`config.mk`:
```
export PLATFORM = sky130hd
export DESIGN_NAME = cpu_regfile
export DESIGN_NICKNAME = d
export VERILOG_FILES = /design/src/rtl/cpu_regfile.sv
export SDC_FILE = /design/constraint.sdc
export NUM_CORES = 2
export LEC_CHECK = 0
export BUFFER_PORTS_ARGS = -buffer_cell sky130_fd_sc_hd__buf_2
export CAP_MARGIN = 5
export CORE_ASPECT_RATIO = 1.2
export CORE_UTILIZATION = 70
export CTS_CLUSTER_DIAMETER = 60
export DETAILED_ROUTE_END_ITERATION = 16
export GPL_TIMING_DRIVEN = 0
export PLACE_DENSITY = 0.95
export SLEW_MARGIN = 20
export SYNTH_ARGS = -nofsm -noshare
export SYNTH_HDL_FRONTEND = slang
export SYNTH_HIERARCHICAL = 1
export SYNTH_SLANG_ARGS = --single-unit
```
`constraint.sdc`:
```
create_clock -name clk -period 3.9 [get_ports clk]
set_input_delay 0.39 -clock clk [delete_from_list [all_inputs] [get_ports clk]]
set_output_delay 0.39 -clock clk [all_outputs]
set_load 0.05 [all_outputs]
```
`src/rtl/cpu_regfile.sv`:
```
// cpu_regfile: 32 x 32-bit general-purpose register file.
// Four combinational read ports with same-cycle write-back bypass,
// two synchronous write ports (pipe A older, pipe B younger), and a
// registered, non-bypassed debug read port. Register 0 is hardwired to 0.

// One read port: zero-register check, B-over-A bypass, then storage.
module cpu_regfile_rdport #(
  parameter int AW = 5,
  parameter int DW = 32
) (
  input  logic          rst_n_i,
  input  logic [AW-1:0] raddr_i,
  input  logic [DW-1:0] mem_rdata_i,
  input  logic          wa_we_i,
  input  logic [AW-1:0] wa_waddr_i,
  input  logic [DW-1:0] wa_wdata_i,
  input  logic          wb_we_i,
  input  logic [AW-1:0] wb_waddr_i,
  input  logic [DW-1:0] wb_wdata_i,
  output logic [DW-1:0] rdata_o
);

  // Priority mux; output held at 0 for the whole reset window.
  always_comb begin
    rdata_o = mem_rdata_i;
    if (!rst_n_i || raddr_i == '0)
      rdata_o = '0;
    else if (wb_we_i && wb_waddr_i == raddr_i)
      rdata_o = wb_wdata_i;
    else if (wa_we_i && wa_waddr_i == raddr_i)
      rdata_o = wa_wdata_i;
  end

endmodule

module cpu_regfile #(
  parameter  int REG_NUM    = 32,
  parameter  int DATA_WIDTH = 32,
  localparam int AW         = $clog2(REG_NUM)
) (
  input  logic                  clk,
  input  logic                  rst_n,
  // write-back request, pipe A (older instruction)
  input  logic                  wr_a_we,
  input  logic [AW-1:0]         wr_a_waddr,
  input  logic [DATA_WIDTH-1:0] wr_a_wdata,
  // write-back request, pipe B (younger instruction)
  input  logic                  wr_b_we,
  input  logic [AW-1:0]         wr_b_waddr,
  input  logic [DATA_WIDTH-1:0] wr_b_wdata,
  input  logic [AW-1:0]         raddr1,
  input  logic [AW-1:0]         raddr2,
  input  logic [AW-1:0]         raddr3,
  input  logic [AW-1:0]         raddr4,
  output logic [DATA_WIDTH-1:0] rdata1,
  output logic [DATA_WIDTH-1:0] rdata2,
  output logic [DATA_WIDTH-1:0] rdata3,
  output logic [DATA_WIDTH-1:0] rdata4,
  input  logic [AW-1:0]         dbg_raddr,
  output logic [DATA_WIDTH-1:0] dbg_rdata
);

  localparam int NUM_RD = 4;

  // Only registers 1..REG_NUM-1 are stored.
  logic [REG_NUM-1:1][DATA_WIDTH-1:0] regs_q, regs_d;
  logic [REG_NUM-1:0][DATA_WIDTH-1:0] mem_view;
  logic [DATA_WIDTH-1:0]              dbg_rdata_q, dbg_rdata_d;

  logic [NUM_RD-1:0][AW-1:0]          raddr_v;
  logic [NUM_RD-1:0][DATA_WIDTH-1:0]  rdata_v;

  // Full-address view of storage with entry 0 tied to zero.
  always_comb begin
    mem_view                = '0;
    mem_view[REG_NUM-1:1]   = regs_q;
  end

  // Next-state storage: B is applied after A so B wins an address clash.
  always_comb begin
    regs_d = regs_q;
    for (int i = 1; i < REG_NUM; i++) begin
      if (wr_a_we && wr_a_waddr == AW'(i)) regs_d[i] = wr_a_wdata;
      if (wr_b_we && wr_b_waddr == AW'(i)) regs_d[i] = wr_b_wdata;
    end
  end

  // Debug read sees pre-write storage; entry 0 of the view covers reg0.
  always_comb begin
    dbg_rdata_d = mem_view[dbg_raddr];
  end

  // Storage and debug register; async clear, writes ignored in reset.
  always_ff @(posedge clk or negedge rst_n) begin
    if (!rst_n) begin
      regs_q      <= '0;
      dbg_rdata_q <= '0;
    end else begin
      regs_q      <= regs_d;
      dbg_rdata_q <= dbg_rdata_d;
    end
  end

  assign dbg_rdata = dbg_rdata_q;

  assign raddr_v = {raddr4, raddr3, raddr2, raddr1};

  for (genvar p = 0; p < NUM_RD; p++) begin : g_rd
    cpu_regfile_rdport #(
      .AW (AW),
      .DW (DATA_WIDTH)
    ) u_rd (
      .rst_n_i     (rst_n),
      .raddr_i     (raddr_v[p]),
      .mem_rdata_i (mem_view[raddr_v[p]]),
      .wa_we_i     (wr_a_we),
      .wa_waddr_i  (wr_a_waddr),
      .wa_wdata_i  (wr_a_wdata),
      .wb_we_i     (wr_b_we),
      .wb_waddr_i  (wr_b_waddr),
      .wb_wdata_i  (wr_b_wdata),
      .rdata_o     (rdata_v[p])
    );
  end

  assign rdata1 = rdata_v[0];
  assign rdata2 = rdata_v[1];
  assign rdata3 = rdata_v[2];
  assign rdata4 = rdata_v[3];

endmodule
```
==> flow_summary.yaml, run 1 <==
synth:
  async_reset_ff_frac: 1.000
  syn_inst: 8736
  yosysTopAreaCellShare: 0.2767
  synth-edff-count: 0
  syn_nets: 8839
  ys_ff_latch: 1024
  synth_flop_cell: "dfrtp_1"
  synth.avg_cell_area_um2: 10.60
  synth.largest_area_cell: "dfrtp_1"
  synth_area_um2: 92620
  synthTopCellsByArea: "dfrtp_1, mux4_2, mux2i_1, a22o_1, clkbuf_1"
  yosysUniqueCellTypes: 45
  ys_warn_count: 6
  synth_seq_area_share: 0.2767
die:
  rows: 145
  ioPinCount: 263
  dieHeight_um: 400.5
  chipWidth_um: 334.1
  start_util: 0.7081
grt:
  grt_pass1_wl_um: 823600
  overflow: 923
  grt.total_usage: 0.8576
  grt_max_degree: 141
  grt_pass1_vias: 102900
clock_network:
  numCtsBuffers: 121
  clock-sinks: 1024
  clockBufferDepth: 3
  cts_root_buf: "clkbuf_16"
  cts_max_level: 3
placed_design:
  gp_congestion: 1.309
  hpwlAfterDp_um: 379800
  portBuffers: 258
  pre_cts_slack_ns: -1.317
status:
  error: "[ERROR GRT-0116] Global routing finished with congestion. Check the congestion regions in the DRC Viewer."
  lastStage: "global routing (5_1_grt)"
  status: "aborted with a tool error"
==> what timing repair did <==
item,CTS
pin swaps,7
gates cloned,1
hold buffers,8
endpoints found under the setup margin,128
hold endpoints to repair,114
gates resized for setup,282
buffers inserted,6
==> synthesized netlist by cell type (36+ instances only) <==
cell type / number
a211oi_1: 160
a21oi_1: 512
a22o_1: 479
a31oi_2: 120
and2_1: 166
buf_1: 55
buf_2: 238
buf_4: 77
buf_6: 46
clkbuf_1: 710
dfrtp_1: 1024
mux2_2: 159
mux2i_1: 1474
mux4_2: 960
nand2_1: 519
nand4_1: 133
nor2_1: 539
o21ai_0: 490
o21ai_1: 278
o22ai_1: 160
o31ai_1: 288
xnor2_1: 36
==> stage by stage <==
step | utilization | hold slack (ns) | cell area [um2] | TNS (ns) | std cells
detailed placement | 0.7367 | 0.4120 | 96370 | -110.12 | 10770
CTS | 0.7803 | 0.007773 | 102100 | -0.004361 | 11000
global placement | 0.7348 | 0.6080 | 96120 | - | 10760
floorplan | - | 0.09441 | 92620 | 0 | 8736
==> kinds of logic after synthesis <==
| logic type | Yosys count | synth area share |
|---|---|---|
| AO/OA/AOI/OAI | 2499 | 0.1790 |
| buffers and inverters | 1145 | 0.05860 |
| XOR/XNOR | 40 | 0.004107 |
| flip-flops | 1024 | 0.2767 |
| AND/OR/NAND/NOR | 1435 | 0.06957 |
| multiplexers | 2593 | 0.4121 |
==> per-layer routing <==
| metal | GRT usage | GRT overflow |
|---|---|---|
| met5 | 0.4731 | 7 |
| met4 | 0.8241 | 380 |
| met3 | 0.7608 | 30 |
| met2 | 0.9617 | 492 |
| met1 | 0.8786 | 14 |
==> inputs of run 2 (changes only) <==
- CORE_ASPECT_RATIO: 1.2 -> not set
- CORE_UTILIZATION: 70 -> 40
- CTS_CLUSTER_DIAMETER: 60 -> not set
- PLACE_DENSITY: 0.95 -> not set
- PLACE_DENSITY_LB_ADDON: not set -> 0.15
==> run 2 against run 1 <==
Compared with the run above: the flow now finishes, with violations (negative setup slack); synthesized area is the same; synthesized cell count is the same.
==> flow_summary.yaml, run 2 <==
synth:
  synth-edff-count: 0
  synth.largest_area_cell: "dfrtp_1"
  yosysTopAreaCellShare: 0.2767
  netlist_top_cells_count: "mux2i_1, dfrtp_1, mux4_2"
  synthTopCellsByArea: "dfrtp_1, mux4_2, mux2i_1, a22o_1, clkbuf_1"
  syn_nets: 8839
  yosys.cell_count.top_type: "mux2i_1"
  ys_ff_latch: 1024
  yosysUniqueCellTypes: 45
  synth_flop_cell: "dfrtp_1"
  async_reset_ff_frac: 1.000
  synth_area_um2: 92620
  syn_inst: 8736
  synth_seq_area_share: 0.2767
  ys_warn_count: 6
  synth.avg_cell_area_um2: 10.60
worst_setup_path:
  end_kind: "output port"
  crit_required_ns: 3.51
  crit_path_start_kind: "primary input"
  r2r_setup_slack_ns: 0.86
  critical_path_arrival_ns: 3.77
  critPathMaxFanout: 10
  critical_path_class: "primary input to output port"
grt:
  antenna_found_initial: 72
  overflow: 0
  grt_pass1_vias: 85610
  grt.total_usage: 0.4806
  grt_max_degree: 129
  grt_pass1_wl_um: 758200
clock_network:
  clock_latency_ns: 0.84
  numCtsBuffers: 133
  cts_tree: "yes"
  cts_max_level: 4
  clockBufferDepth: 3
  cts_root_buf: "clkbuf_16"
  clock-sinks: 1024
  clk_pin_slew_ns: 0.06
worst_hold_path:
  hold_path_class: "primary input to flip-flop"
timing:
  slew_violations: 0
  fin_skew_ns: 0.04043
  fin_crit_sh: 1.066
  rsz0062_at_grt: "yes"
  tns_ns: -6.222
  fin_ws_ns: -0.2574
  hold_viol_final: 0
  worst_pin_slew_ns: 1.456
  max_slew_margin: 0.02545
  finalSetupViolCount: 81
  fin_crit_ns: 4.157
  fmax_ghz: 0.2405
detailed_routing:
  vias: 89300
  wl_per_cell_um: 46.91
  antenna_left: 0
  drc: 0
  drt_iter0_markers: 13330
  avgViaCountPerCell: 7.241
  wl_um: 578500
  drtPass1Iterations: 8
die:
  dieHeight_um: 483.2
  die-area_um2: 233500
  start_util: 0.4025
  core_region_area_um2: 230100
  ioPinCount: 263
  chipWidth_um: 483.2
  rows: 176
cells_and_area:
  largest_reg_flops: 992
  final_cell_mix: "mux2i_1, dfrtp_1, mux4_2, clkbuf_1, nor2_1"
  drive_gt1_frac: 0.2664
  nNetsFinal: 9266
  layout_commonest_cell: "mux2i_1"
  syn2layout_area_growth_pct: 13.55
  final_util: 0.4570
status:
  violations: "negative setup slack"
  status: "finished with violations"
power:
  p_sw_frac: 0.4295
  powerDensity_nw_per_um2: 510.0
  p_int_mw: 30.60
  comb_power_share: 0.406
  clkPwrFrac: 0.246
  ir_drop_mv: 0.4086
  power_leakage_nw: 42.71
  switchingPower_mw: 23.04
  seqPwrFrac: 0.348
placed_design:
  hpwlAfterDp_um: 475100
  gp_congestion: 1.048
  portBuffers: 258
job:
  drv_cap: 0
-- run 2: cell counts after synthesis --
No cell type changed its count.
-- run 2: kinds of logic (layout without fill, tap and decap cells) --
kind of cell	Yosys count	in the layout	share of synthesized area
mux	2593	2593	0.4121
simple gates	1435	1435	0.06957
xor+xnor	40	40	0.004107
other cells	0	43	0
compound gates	2499	2499	0.1790
flops	1024	1024	0.2767
buf+inv	1145	1672	0.05860
-- run 2: power by group through the flow --
stage | Sequential, mW | Clock [mW] | Combinational (mW)
after floorplan | 16.5 | 0 | 13.4
after global placement | 17.9 | 0 | 19.9
after detailed placement | 18.3 | 0 | 20.1
after CTS | 18.2 | 13.1 | 20.8
after global routing | 18.9 | 13.5 | 22.3
final | 18.7 | 13.2 | 21.8
-- run 2: critical path: stages --
cell and delay (ns):
buf_4 0.35, buf_4 0.45, buf_2 0.59, mux4_2 0.40, a22o_1 0.31, o21ai_1 0.39, o31ai_1 0.13, o21ai_0 0.15
a31oi_2 0.26, buf_2 0.29
-- run 2: area by class of cell --
type / count / area [um2]
Antenna cell: 43 / 107.6
Buffer: 1135 / 5989
Clock buffer: 183 / 3799
Clock inverter: 52 / 706.9
Fill cell: 21560 / 125000
Inverter: 5 / 33.78
Multi-Input combinational cell: 6567 / 63110
Sequential cell: 1024 / 25620
Tap cell: 3026 / 3786
Timing Repair Buffer: 297 / 2014
-- run 2: layer usage --
metal  vias up  GRT usage  share of wire
met5         -    0.02552         0.0021
met4        40     0.2761          0.068
met3      1422     0.2328           0.15
met2      6886     0.6815           0.41
met1     46140     0.5882           0.37
li1      34820          -              -
-- run 2: final timing paths --
check                                    from       endpoint  cells past startpoint
worst max-delay path                raddr1[2]      rdata1[0]                     10
min in group asynchronous               rst_n  mem_view[983]                      3
worst max register to register  mem_view[587]  dbg_rdata[11]                      4
worst min-delay path            wr_b_wdata[4]  mem_view[996]                      3
max in group asynchronous               rst_n   mem_view[69]                      5
worst min register to register  mem_view[407]  mem_view[407]                      2
-- run 2: stage by stage --
step                      instance area [um2]  worst slack (ns)  hold slack (ns)  total power, mW  std cells
after global placement                  97700            -21.18           0.6129            37.79      12020
after detailed placement                98220            -1.869           0.4479            38.44      12030
after CTS                              104700          -0.02799        0.0005959            52.07      12290
final                                  105200           -0.2574          0.03775            53.64      12330
after global routing                   105100          -0.01149          0.02574            54.71      12300
after floorplan                         92620            0.9343          0.09441            29.94       8736
-- run 2: timing repair --
| action | CTS | global route |
|---|---|---|
| resized for setup | 403 | 125 |
| cloned | 1 | 1 |
| pin swaps | 8 | 19 |
| endpoints found under the hold margin | 139 | 0 |
| endpoints found under the setup margin | 128 | 119 |
| setup buffers | 4 | 0 |
| hold buffers | 21 | 0 |
Power figures use the tool's default switching activity.
